`src/rtl/alu_issue_unit.sv`:
```
// rtl/alu_issue_unit.sv - issue/writeback sequencer for the 32-bit combinational ALU.
// Optional retire/overflow counters are enabled by defining RETIRE_CNT_EN.
module alu_issue_unit #(
  parameter int DATA_W = 32,
  parameter int REG_AW = 3,
  parameter int IMM_W  = 16
) (
  input  logic              clk,
  input  logic              rst_n,
  input  logic              instr_valid,
  output logic              instr_ready,
  input  logic [31:0]       instr,
  output logic [DATA_W-1:0] alu_a,
  output logic [DATA_W-1:0] alu_b,
  output logic [2:0]        alu_opcode,
  output logic              alu_sub,
  output logic              alu_cin,
  input  logic [DATA_W-1:0] alu_result,
  input  logic              alu_cout,
  input  logic              alu_z,
  input  logic              alu_n,
  input  logic              alu_o,
  output logic [3:0]        flags,
  output logic              done,
  input  logic [REG_AW-1:0] dbg_addr,
  output logic [DATA_W-1:0] dbg_data
`ifdef RETIRE_CNT_EN
  ,
  output logic [15:0]       retire_cnt,
  output logic [15:0]       ovf_cnt
`endif
);

  localparam int NREG = 2 ** REG_AW;

  typedef enum logic [1:0] {
    S_IDLE,
    S_READ,
    S_EXEC,
    S_WB
  } state_t;

  state_t state, state_next;

  logic [2:0]        op_q;
  logic              sub_q;
  logic              cin_q;
  logic              use_imm_q;
  logic [REG_AW-1:0] rd_q;
  logic [REG_AW-1:0] rs1_q;
  logic [REG_AW-1:0] rs2_q;
  logic [IMM_W-1:0]  imm_q;

  logic [DATA_W-1:0] hold_result;
  logic [3:0]        hold_flags;

  logic [DATA_W-1:0] rf [NREG];
  logic [DATA_W-1:0] rs1_val;
  logic [DATA_W-1:0] rs2_val;
  logic [DATA_W-1:0] imm_ext;
  logic              accept;

  // Bit 16 of the instruction word carries no meaning.
  logic unused_bits;
  assign unused_bits = instr[16];

  assign accept   = instr_valid & instr_ready;
  assign rs1_val  = (rs1_q == '0) ? '0 : rf[rs1_q];
  assign rs2_val  = (rs2_q == '0) ? '0 : rf[rs2_q];
  assign imm_ext  = {{(DATA_W-IMM_W){imm_q[IMM_W-1]}}, imm_q};
  assign dbg_data = (dbg_addr == '0) ? '0 : rf[dbg_addr];

  always_ff @(posedge clk or negedge rst_n) begin
    if (!rst_n) state <= S_IDLE;
    else        state <= state_next;
  end

  always_comb begin
    state_next  = state;
    instr_ready = 1'b0;
    case (state)
      S_IDLE: begin
        instr_ready = rst_n;
        if (accept) state_next = S_READ;
      end
      S_READ:  state_next = S_EXEC;
      S_EXEC:  state_next = S_WB;
      S_WB:    state_next = S_IDLE;
      default: state_next = S_IDLE;
    endcase
  end

  always_ff @(posedge clk or negedge rst_n) begin
    if (!rst_n) begin
      op_q      <= '0;
      sub_q     <= 1'b0;
      cin_q     <= 1'b0;
      use_imm_q <= 1'b0;
      rd_q      <= '0;
      rs1_q     <= '0;
      rs2_q     <= '0;
      imm_q     <= '0;
    end else if (accept) begin
      op_q      <= instr[31:29];
      sub_q     <= instr[28];
      cin_q     <= instr[27];
      use_imm_q <= instr[26];
      rd_q      <= instr[23 +: REG_AW];
      rs1_q     <= instr[20 +: REG_AW];
      rs2_q     <= instr[17 +: REG_AW];
      imm_q     <= instr[IMM_W-1:0];
    end
  end

  // ALU inputs are registered so the ALU gets a full cycle to settle in EXEC.
  always_ff @(posedge clk or negedge rst_n) begin
    if (!rst_n) begin
      alu_a      <= '0;
      alu_b      <= '0;
      alu_opcode <= '0;
      alu_sub    <= 1'b0;
      alu_cin    <= 1'b0;
    end else if (state == S_READ) begin
      alu_a      <= rs1_val;
      alu_b      <= use_imm_q ? imm_ext : rs2_val;
      alu_opcode <= op_q;
      alu_sub    <= sub_q;
      alu_cin    <= cin_q;
    end
  end

  always_ff @(posedge clk or negedge rst_n) begin
    if (!rst_n) begin
      hold_result <= '0;
      hold_flags  <= '0;
    end else if (state == S_EXEC) begin
      hold_result <= alu_result;
      hold_flags  <= {alu_cout, alu_o, alu_n, alu_z};
    end
  end

  always_ff @(posedge clk or negedge rst_n) begin
    if (!rst_n) begin
      for (int i = 0; i < NREG; i++) rf[i] <= '0;
      flags <= '0;
      done  <= 1'b0;
    end else begin
      done <= (state == S_WB);
      if (state == S_WB) begin
        flags <= hold_flags;
        if (rd_q != '0) rf[rd_q] <= hold_result;
      end
    end
  end

`ifdef RETIRE_CNT_EN
  always_ff @(posedge clk or negedge rst_n) begin
    if (!rst_n) begin
      retire_cnt <= '0;
      ovf_cnt    <= '0;
    end else if (state == S_WB) begin
      retire_cnt <= retire_cnt + 16'd1;
      if (hold_flags[2]) ovf_cnt <= ovf_cnt + 16'd1;
    end
  end
`endif

endmodule
```
`config.mk`:
```
export PLATFORM = sky130hd
export DESIGN_NAME = alu_issue_unit
export DESIGN_NICKNAME = d
export VERILOG_FILES = /design/src/rtl/alu_issue_unit.sv
export SDC_FILE = /design/constraint.sdc
export NUM_CORES = 1
export LEC_CHECK = 0
export BUFFER_PORTS_ARGS = -buffer_cell sky130_fd_sc_hd__buf_2
export CORE_AREA = 5 5 185 187
export DETAILED_ROUTE_END_ITERATION = 12
export DIE_AREA = 0 0 190 192
export PLACE_DENSITY = 0.8
export SETUP_SLACK_MARGIN = 0.4
export SLEW_MARGIN = 20
export SYNTH_ARGS = -nofsm -noshare
export SYNTH_HDL_FRONTEND = slang
export SYNTH_SLANG_ARGS = --single-unit
```
`constraint.sdc`:
```
create_clock -name clk -period 4.15 [get_ports clk]
set_clock_uncertainty 0.1 [all_clocks]
set_input_delay 0.415 -clock clk [delete_from_list [all_inputs] [get_ports clk]]
set_output_delay 0.415 -clock clk [all_outputs]
set_load 0.02 [all_outputs]
```
==> results of run 1 <==
[per-layer routing]
layer,GRT usage (%),wire length (µm)
met5,0,13
met4,9.878,1771
met3,7.125,4997
met1,38.19,20390
met2,45.34,24860
[cell usage in the layout (no fill, tap or decap), types with 2 or more instances in the layout]
cell type / instances
sky130_fd_sc_hd__mux2i_1: 71
sky130_fd_sc_hd__a21oi_1: 63
sky130_fd_sc_hd__ha_1: 2
sky130_fd_sc_hd__buf_4: 33
sky130_fd_sc_hd__and2_1: 2
sky130_fd_sc_hd__nor4bb_4: 2
sky130_fd_sc_hd__o21ai_1: 30
sky130_fd_sc_hd__nand2_1: 47
sky130_fd_sc_hd__clkbuf_16: 41
sky130_fd_sc_hd__nor2_1: 29
sky130_fd_sc_hd__buf_2: 177
sky130_fd_sc_hd__a221oi_1: 59
sky130_fd_sc_hd__inv_1: 34
sky130_fd_sc_hd__nor2b_4: 2
sky130_fd_sc_hd__a22oi_1: 51
sky130_fd_sc_hd__nor2b_1: 6
sky130_fd_sc_hd__dfrtp_1: 361
sky130_fd_sc_hd__mux2_2: 404
sky130_fd_sc_hd__a221o_1: 17
sky130_fd_sc_hd__mux2_1: 15
sky130_fd_sc_hd__or2_2: 3
sky130_fd_sc_hd__clkinv_2: 5
sky130_fd_sc_hd__clkbuf_1: 14
sky130_fd_sc_hd__nand4b_1: 3
sky130_fd_sc_hd__nand3b_1: 3
sky130_fd_sc_hd__bufinv_16: 2
sky130_fd_sc_hd__buf_12: 4
sky130_fd_sc_hd__clkbuf_8: 8
sky130_fd_sc_hd__dfrtp_4: 3
sky130_fd_sc_hd__dfrtp_2: 3
sky130_fd_sc_hd__mux4_2: 65
sky130_fd_sc_hd__o21ai_0: 21
sky130_fd_sc_hd__a31oi_1: 13
[final timing paths]
| check | to | cells past startpoint | start |
|---|---|---|---|
| max reg2reg | alu_b[14] | 5 | rs2_q[2] |
| max | dbg_data[31] | 6 | dbg_addr[0] |
| max in group asynchronous | rs2_q[0] | 3 | rst_n |
| min reg2reg | alu_a[20] | 1 | alu_a[20] |
| min in group asynchronous | hold_result[22] | 2 | rst_n |
| min | hold_result[27] | 2 | alu_result[27] |
[cell type report]
type	instances	area, µm²
inverters	34	127.6
fillers	2268	10630
repair buffers	217	1266
clock buffers	63	1189
well taps	442	553.0
flip-flops and latches	367	9199
clock inverters	7	85.08
multi-input cells	919	9235
diodes	1	2.502
[state kept, by name, indices dropped and copies added, names as in the netlist]
| name | count |
|---|---|
| rf | 224 |
| alu_a | 32 |
| alu_b | 32 |
| hold_result | 32 |
| imm_q | 16 |
| flags | 4 |
| hold_flags | 4 |
| alu_opcode | 3 |
| op_q | 3 |
| rd_q | 3 |
| rs1_q | 3 |
| rs2_q | 3 |
| state | 2 |
| alu_cin | 1 |
| alu_sub | 1 |
| cin_q | 1 |
| done | 1 |
| sub_q | 1 |
| use_imm_q | 1 |
[per-stage QoR]
step	util [%]	total power [mW]	cells	cell area (µm²)
global route	67.07	19.81	2050	21660
CTS	66.97	18.75	2048	21620
floorplan	-	12.64	1448	19110
global placement	63.00	14.84	1977	20340
detailed placement	63.00	15.19	1977	20340
finish	67.07	18.81	2050	21660
[worst max-delay path, delay by kind of cell]
family / cells / cell delay [ns]
buffers and inverters: 3 / 1.18
AOI/OAI and AO/OA: 1 / 0.19
muxes: 1 / 0.55
and+or+nand+nor: 1 / 0.08
[power by group]
group	leakage [nW]	switching [mW]	total [mW]	internal [mW]
Clock	0.627	1.39	3.47	2.08
Sequential	4.54	2.06	7.32	5.25
Combinational	4.43	3.90	8.02	4.12
[cells by family after synthesis]
| group | count (synthesis) | synth area share, % |
|---|---|---|
| multiplexers | 555 | 36.07 |
| AND/OR/NAND/NOR | 104 | 2.507 |
| adder cells (fa/ha/maj) | 4 | 0.2619 |
| flip-flops | 367 | 48.05 |
| buffers and inverters | 162 | 4.000 |
| AO/OA/AOI/OAI | 256 | 9.113 |
[timing repair]
item	in CTS	in global routing
buffers inserted	0	0
hold endpoints to repair	51	0
hold buffers	1	0
endpoints found under the setup margin	0	0
==> metrics.log, run 1 <==
INFO  metric status = complete, no violations
INFO  metric post_cts_resize_count = 0
INFO  metric grt-ovfl-total = 0
INFO  metric setup_slack = 1.172 ns
INFO  metric coreArea = 0.03229 mm²
INFO  metric cts_made_buffers = 40
INFO  metric drt-initial-drc-count = 1,141
INFO  metric worst_ir_drop_vdd = 0.4906 mV
INFO  metric synth.ff_latch_count = 367
INFO  metric area_growth = 13.32%
INFO  metric global_route_wire_length_before_repair = 81.36 mm
INFO  metric grt_start_max_net_pins = 181
INFO  metric drv_cap = 0
INFO  metric cts_num_sinks = 367
INFO  metric critical-path-slowest-cell = sky130_fd_sc_hd__mux4_2
INFO  metric worstSetupEndpointType = primary output
INFO  metric chipWidth = 190 µm
INFO  metric crit_type = in2out
INFO  metric hold_violations = 0
INFO  metric netlist_top_cells_count = 404 x sky130_fd_sc_hd__mux2_2, 367 x sky130_fd_sc_hd__dfrtp_1, 71 x sky130_fd_sc_hd__mux2i_1
INFO  metric timing.final.crit_share = 71.77%
INFO  metric drt.antenna.violating_nets = 0
INFO  metric worst-slew-pin-transition = 1.080 ns
INFO  metric tritoncts_clock_tree = yes
INFO  metric clk_pin_slew = 0.06 ns
INFO  metric unrepaired_setup_endpoints_after_global_routing = no
INFO  metric port-buffer-count = 179
INFO  metric fp.dieArea = 0.03648 mm²
INFO  metric endpoints_failing_setup = 0
INFO  metric final_nets = 1,657
INFO  metric cell_types_occupying_the_most_area_after_synthesis = sky130_fd_sc_hd__dfrtp_1 48%, sky130_fd_sc_hd__mux2_2 24%, sky130_fd_sc_hd__mux4_2 7.7%
INFO  metric ys_async_sr_fraction = 100.0%
INFO  metric grt_antenna_before_repair = 2
INFO  metric detail_route.vias_per_cell = 6.630
INFO  metric grt.total_usage = 28.35%
INFO  metric maxClockFrequency = 335.8 MHz
INFO  metric synth_ff_type = sky130_fd_sc_hd__dfrtp_1
INFO  metric worstPathCellList = buf_4 -> buf_4 -> mux4_2 -> nand2_1 -> o21ai_0 -> buf_2
INFO  metric synth_area_per_cell = 13.20 µm²
INFO  metric report.final.slew_viol_count = 0
INFO  metric drcViolationCount = 0
INFO  metric timing.critical_path.from_type = primary input
INFO  metric setup_slack_of_the_most_critical_reg_to_reg_path = 1.51 ns
INFO  metric worst_hold_slack = 0.02266 ns
INFO  metric synth_area_leader_cell = sky130_fd_sc_hd__dfrtp_1
INFO  metric cts_max_level = 2
INFO  metric mappedNetlistNets = 1,526
INFO  metric dr_total_vias = 13,591
INFO  metric clock_insertion_delay_worst_skew = 0.52 ns
INFO  metric synthesis.area = 0.01911 mm²
INFO  metric critical_path.max_fanout = 34
INFO  metric maxSlewHeadroom = 27.97%
INFO  metric cts_root_buffer = sky130_fd_sc_hd__clkbuf_16
INFO  metric die_y = 192 µm
INFO  metric synth_enable_flop_cells = 0
INFO  metric synthesis.instances = 1,448
INFO  metric ctsLongestPathBuffers = 3
INFO  metric first_global_vias = 14,287
INFO  metric drt-pass1-iter-count = 5
INFO  metric layout-drive-gt1-share = 47.29%
INFO  metric ys.warnings.count = 0
INFO  metric cp_common_cell = sky130_fd_sc_hd__buf_4
INFO  metric num_rows = 66
INFO  metric power_leakage = 9.592 nW
INFO  metric synthDominantCellAreaShare = 48.05%
INFO  metric pwr_density_cell = 868.6 mW/mm²
INFO  metric initial_utilization = 59.19%
INFO  metric gp_congestion = 0.8400
INFO  metric hp-class = in2reg
INFO  metric place_worst_setup_slack = 1.194 ns
INFO  metric highest_cell_delay_on_the_worst_timing_path = 0.55 ns
INFO  metric fin_tns_setup = 0 ns
INFO  metric post_drt_wl_per_cell = 25.38 µm
INFO  metric yosys.cell_types.count = 34
INFO  metric hpwlAfterDp = 30.91 mm
INFO  metric ios = 181
INFO  metric route.final.wire_length = 52.04 mm
INFO  metric synth_sequential_area_ratio = 48.05%
INFO  metric most_common_cell_in_the_netlist = sky130_fd_sc_hd__mux2_2
INFO  metric timing.critical_path.required = 3.63 ns
INFO  metric arrival = 2.46 ns
INFO  metric period_needed = 2.978 ns
(Power assumes the default switching activity.)
==> run 2: changes to the inputs <==
Settings changed: ABC_AREA set to 1, CORE_AREA 5 5 185 187 to 5 5 192 194, DIE_AREA 0 0 190 192 to 0 0 197 199.
Clock period 4.15 ns to 2.91 ns, I/O delays scaled along.
==> run 2 against run 1 <==
- via count grew 50%
- clock power grew 75%
- power grew 44%
- combinational power grew 50%
- clock-buffer cell count shrank 3
- synthesized cell count grew 91%
- critical path depth grew 1
- sequential power grew 25%
- largest power group unchanged
- highest routed layer is now met4
==> metrics.log, run 2 <==
INFO  metric status = complete, no violations (unchanged)
INFO  metric cp_common_cell = sky130_fd_sc_hd__nor2_1 (was sky130_fd_sc_hd__buf_4)
INFO  metric area_growth = 16.43% (was 13.32%)
INFO  metric ys_async_sr_fraction = 100.0% (unchanged)
INFO  metric synth_top_family_by_area = simple AND/OR/NAND/NOR gates (was multiplexers)
INFO  metric drv_cap = 0 (unchanged)
INFO  metric period_needed = 2.433 ns
INFO  metric synth_enable_flop_cells = 0 (unchanged)
INFO  metric use_met3 = 8.774% (was 7.125%)
INFO  metric finish.cell_count_without_fillers = 3,380 (was 2,050)
INFO  metric synth_area_leader_cell = sky130_fd_sc_hd__dfrtp_1 (unchanged)
INFO  metric post_drt_wl_per_cell = 20.03 µm (was 25.38 µm)
INFO  metric crit_cells = 7 (was 6)
INFO  metric worst_hold_slack = 0.07076 ns (was 0.02266 ns)
INFO  metric fp.dieArea = 0.03920 mm² (was 0.03648 mm²)
INFO  metric synth-compound-area-share = 19.76% (was 9.113%)
INFO  metric grt_antenna_before_repair = 0 (was 2)
INFO  metric num_antenna_cells = 0 (was 1)
INFO  metric met2_usage = 51.30% (was 45.34%)
INFO  metric synth.ff_latch_count = 399 (was 367)
INFO  metric globalRoute.busiestLayer = met2 (unchanged)
INFO  metric fin_tns_setup = 0 ns (unchanged)
INFO  metric timing.critical_path.required = 2.52 ns (was 3.63 ns)
INFO  metric synth_area_per_cell = 7.458 µm² (was 13.20 µm²)
INFO  metric drt-pass1-iter-count = 7 (was 5)
INFO  metric number_of_flip_flops_in_the_largest_register = 256 (was 224)
INFO  metric timing.critical_path.from_type = primary input (unchanged)
INFO  metric arrival = 2.04 ns (was 2.46 ns)
INFO  metric area_of_combinational_cells_with_multiple_inputs = 0.008945 mm² (was 0.009235 mm²)
INFO  metric drcViolationCount = 0 (unchanged)
INFO  metric maxClockFrequency = 411.0 MHz
INFO  metric final_common_cell = sky130_fd_sc_hd__nand2_1 (was sky130_fd_sc_hd__mux2_2)
INFO  metric first_global_vias = 19,453 (was 14,287)
INFO  metric grt-ovfl-total = 0 (unchanged)
INFO  metric synth_sequential_area_ratio = 48.33% (was 48.05%)
INFO  metric ff_latch_area = 0.009995 mm² (was 0.009199 mm²)
INFO  metric power_leakage = 11.48 nW (was 9.592 nW)
INFO  metric critical_path.top_delay_family = simple AND/OR/NAND/NOR gates (was buffers and inverters)
INFO  metric detail_route.vias_per_cell = 6.046 (was 6.630)
INFO  metric cts_made_buffers = 43 (was 40)
INFO  metric grt.total_usage = 34.05% (was 28.35%)
INFO  metric timing.final.crit_share = 83.62%
INFO  metric dr_total_vias = 20,436 (was 13,591)
INFO  metric synthesis.area = 0.02066 mm² (was 0.01911 mm²)
INFO  metric cp.buffers_inverters = 3 (unchanged)
INFO  metric tritoncts_clock_tree = yes (unchanged)
INFO  metric gp_congestion = 0.8862 (was 0.8400)
INFO  metric initial_utilization = 58.94% (was 59.19%)
INFO  metric pwr_density_cell = 1129 mW/mm² (was 868.6 mW/mm²)
INFO  metric final_nets = 2,963 (was 1,657)
INFO  metric synth_fa_ha_area_share = 0.2423% (was 0.2619%)
INFO  metric place.detailed.instances = 3,232 (was 1,977)
INFO  metric yosys-mux-area-fraction = 1.199% (was 36.07%)
INFO  metric highest_cell_delay_on_the_worst_timing_path = 0.41 ns (was 0.55 ns)
INFO  metric commonest_non_fill_non_tap_cells_in_the_layout = 725 x sky130_fd_sc_hd__nand2_1, 518 x sky130_fd_sc_hd__o21ai_0, 395 x sky130_fd_sc_hd__dfrtp_1, 223 x sky130_fd_sc_hd__a21oi_1, 192 x sky130_fd_sc_hd__nor2_1 (was 404 x sky130_fd_sc_hd__mux2_2, 361 x sky130_fd_sc_hd__dfrtp_1, 177 x sky130_fd_sc_hd__buf_2, 71 x sky130_fd_sc_hd__mux2i_1, 65 x sky130_fd_sc_hd__mux4_2)
INFO  metric synth_ff_type = sky130_fd_sc_hd__dfrtp_1 (unchanged)
INFO  metric fillers = 2,859 (was 2,268)
INFO  metric yosys.cell_types.count = 26 (was 34)
INFO  metric ctsLongestPathBuffers = 3 (unchanged)
INFO  metric drt.antenna.violating_nets = 0 (unchanged)
INFO  metric endpoints_failing_setup = 0 (unchanged)
INFO  metric unrepaired_setup_endpoints_after_global_routing = no (unchanged)
INFO  metric globalRouteMet1Util = 47.28% (was 38.19%)
INFO  metric postLayoutCellArea = 0.02405 mm² (was 0.02166 mm²)
INFO  metric cts_max_level = 2 (unchanged)
INFO  metric grt_start_max_net_pins = 190 (was 181)
INFO  metric cts_root_buffer = sky130_fd_sc_hd__clkbuf_16 (unchanged)
INFO  metric synthesis.instances = 2,770 (was 1,448)
INFO  metric mappedNetlistNets = 2,848 (was 1,526)
INFO  metric coreArea = 0.03505 mm² (was 0.03229 mm²)
INFO  metric crit_type = in2out (unchanged)
INFO  metric regMostFlops = rf (unchanged)
INFO  metric cell_types_occupying_the_most_area_after_synthesis = sky130_fd_sc_hd__dfrtp_1 48%, sky130_fd_sc_hd__nand2_1 13%, sky130_fd_sc_hd__o21ai_0 13% (was sky130_fd_sc_hd__dfrtp_1 48%, sky130_fd_sc_hd__mux2_2 24%, sky130_fd_sc_hd__mux4_2 7.7%)
INFO  metric netlist_top_cells_count = 727 x sky130_fd_sc_hd__nand2_1, 518 x sky130_fd_sc_hd__o21ai_0, 399 x sky130_fd_sc_hd__dfrtp_1 (was 404 x sky130_fd_sc_hd__mux2_2, 367 x sky130_fd_sc_hd__dfrtp_1, 71 x sky130_fd_sc_hd__mux2i_1)
INFO  metric drt-initial-drc-count = 3,222 (was 1,141)
INFO  metric worstPathCellList = buf_6 -> nor2_1 -> nand2_2 -> buf_4 -> nand2_1 -> nor2_1 -> buf_2 (was buf_4 -> buf_4 -> mux4_2 -> nand2_1 -> o21ai_0 -> buf_2)
INFO  metric port-buffer-count = 179 (unchanged)
INFO  metric clock_insertion_delay_worst_skew = 0.56 ns (was 0.52 ns)
INFO  metric ios = 181 (unchanged)
INFO  metric cts_num_sinks = 399 (was 367)
INFO  metric num_rows = 69 (was 66)
INFO  metric die_y = 199 µm (was 192 µm)
INFO  metric ys.warnings.count = 0 (unchanged)
INFO  metric maxSlewHeadroom = 37.68% (was 27.97%)
INFO  metric worst-slew-pin-transition = 0.9291 ns (was 1.080 ns)
INFO  metric hp-class = in2async (was in2reg)
INFO  metric worstSetupEndpointType = primary output (unchanged)
INFO  metric report.final.slew_viol_count = 0 (unchanged)
INFO  metric synthDominantCellAreaShare = 48.33% (was 48.05%)
INFO  metric reg2reg_depth = 7 (was 5)
INFO  metric global_route_wire_length_before_repair = 105.7 mm (was 81.36 mm)
INFO  metric clk_pin_slew = 0.06 ns (about the same)
INFO  metric synthXorXnorAreaFrac = 0% (unchanged)
INFO  metric hold_violations = 0 (unchanged)
INFO  metric worst_ir_drop_vdd = 0.9590 mV (was 0.4906 mV)
INFO  metric most_common_cell_in_the_netlist = sky130_fd_sc_hd__nand2_1 (was sky130_fd_sc_hd__mux2_2)
INFO  metric place_area = 0.02175 mm² (was 0.02034 mm²)
INFO  metric hpwlAfterDp = 39.23 mm (was 30.91 mm)
INFO  metric chipWidth = 197 µm (was 190 µm)
INFO  metric critical_path.max_fanout = 38 (was 34)
INFO  metric critical-path-slowest-cell = sky130_fd_sc_hd__nand2_2 (was sky130_fd_sc_hd__mux4_2)
INFO  metric route.final.wire_length = 67.70 mm (was 52.04 mm)
INFO  metric layout-drive-gt1-share = 12.40% (was 47.29%)
INFO  metric synth_simple_gate_area_share = 21.99% (was 2.507%)
-- run 2: final cells by class --
type,instances,area share (%)
flip-flops and latches,399,41.55
multi-input cells,1944,37.19
repair buffers,302,9.203
clock buffers,60,5.285
inverters,195,3.054
well taps,461,2.398
clock inverters,19,1.316
-- run 2: routing by layer --
metal / vias to the layer above / share of wire (%)
li1: 9287 / -
met1: 9423 / 39
met2: 1449 / 43
met3: 277 / 14
met4: 0 / 4.5
met5: - / 0
-- run 2: report_power, final --
| part | total (mW) | switching [mW] | internal [mW] |
|---|---|---|---|
| sequential | 9.13 | 1.49 | 7.63 |
| combinational | 12.0 | 8.31 | 3.65 |
| clock | 6.06 | 2.30 | 3.77 |
-- run 2: final timing paths --
path                                   from           end  slack (ns)
worst max-delay path            dbg_addr[0]  dbg_data[11]        0.48
worst min-delay path                  rst_n     alu_a[19]        0.07
worst max register to register     rs1_q[2]     alu_a[31]        0.51
worst min register to register      rf[255]       rf[255]        0.27
max in group asynchronous             rst_n     imm_q[14]        1.37
min in group clk                    rf[255]       rf[255]        0.27
-- run 2: kinds of logic (layout without fill, tap and decap cells) --
logic type,Yosys count,count (layout)
simple gates,1121,1121
compound gates,797,797
buf+inv,427,576
flops,399,399
mux,22,22
fa+ha+maj,4,4
-- run 2: what timing repair did --
| action | CTS | global route |
|---|---|---|
| endpoints found under the setup margin | 0 | 5 |
| endpoints found under the hold margin | 213 | 0 |
| buffers inserted | 0 | 0 |
| gates resized for setup | 0 | 2 |
| hold buffers | 68 | 0 |
-- run 2: worst register-to-register path, stage by stage (launching register included) --
cell and delay [ns]:
sky130_fd_sc_hd__dfrtp_2 0.83, sky130_fd_sc_hd__inv_2 0.39, sky130_fd_sc_hd__buf_12 0.30, sky130_fd_sc_hd__a21oi_1 0.16, sky130_fd_sc_hd__o21ai_0 0.14, sky130_fd_sc_hd__nand3_1 0.12
sky130_fd_sc_hd__nand3_1 0.18, sky130_fd_sc_hd__nand2_1 0.12
-- run 2: stage by stage --
stage / power (mW) / util, % / setup slack [ns]
4_1_cts: 26.83 / 68.52 / 0.5122
3_5_place_dp: 20.62 / 62.05 / 0.5380
3_3_place_gp: 20.16 / 62.05 / 0.5582
5_1_grt: 28.83 / 68.62 / 0.4631
6_report: 27.15 / 68.62 / 0.4767
2_1_floorplan: 16.63 / - / 1.216
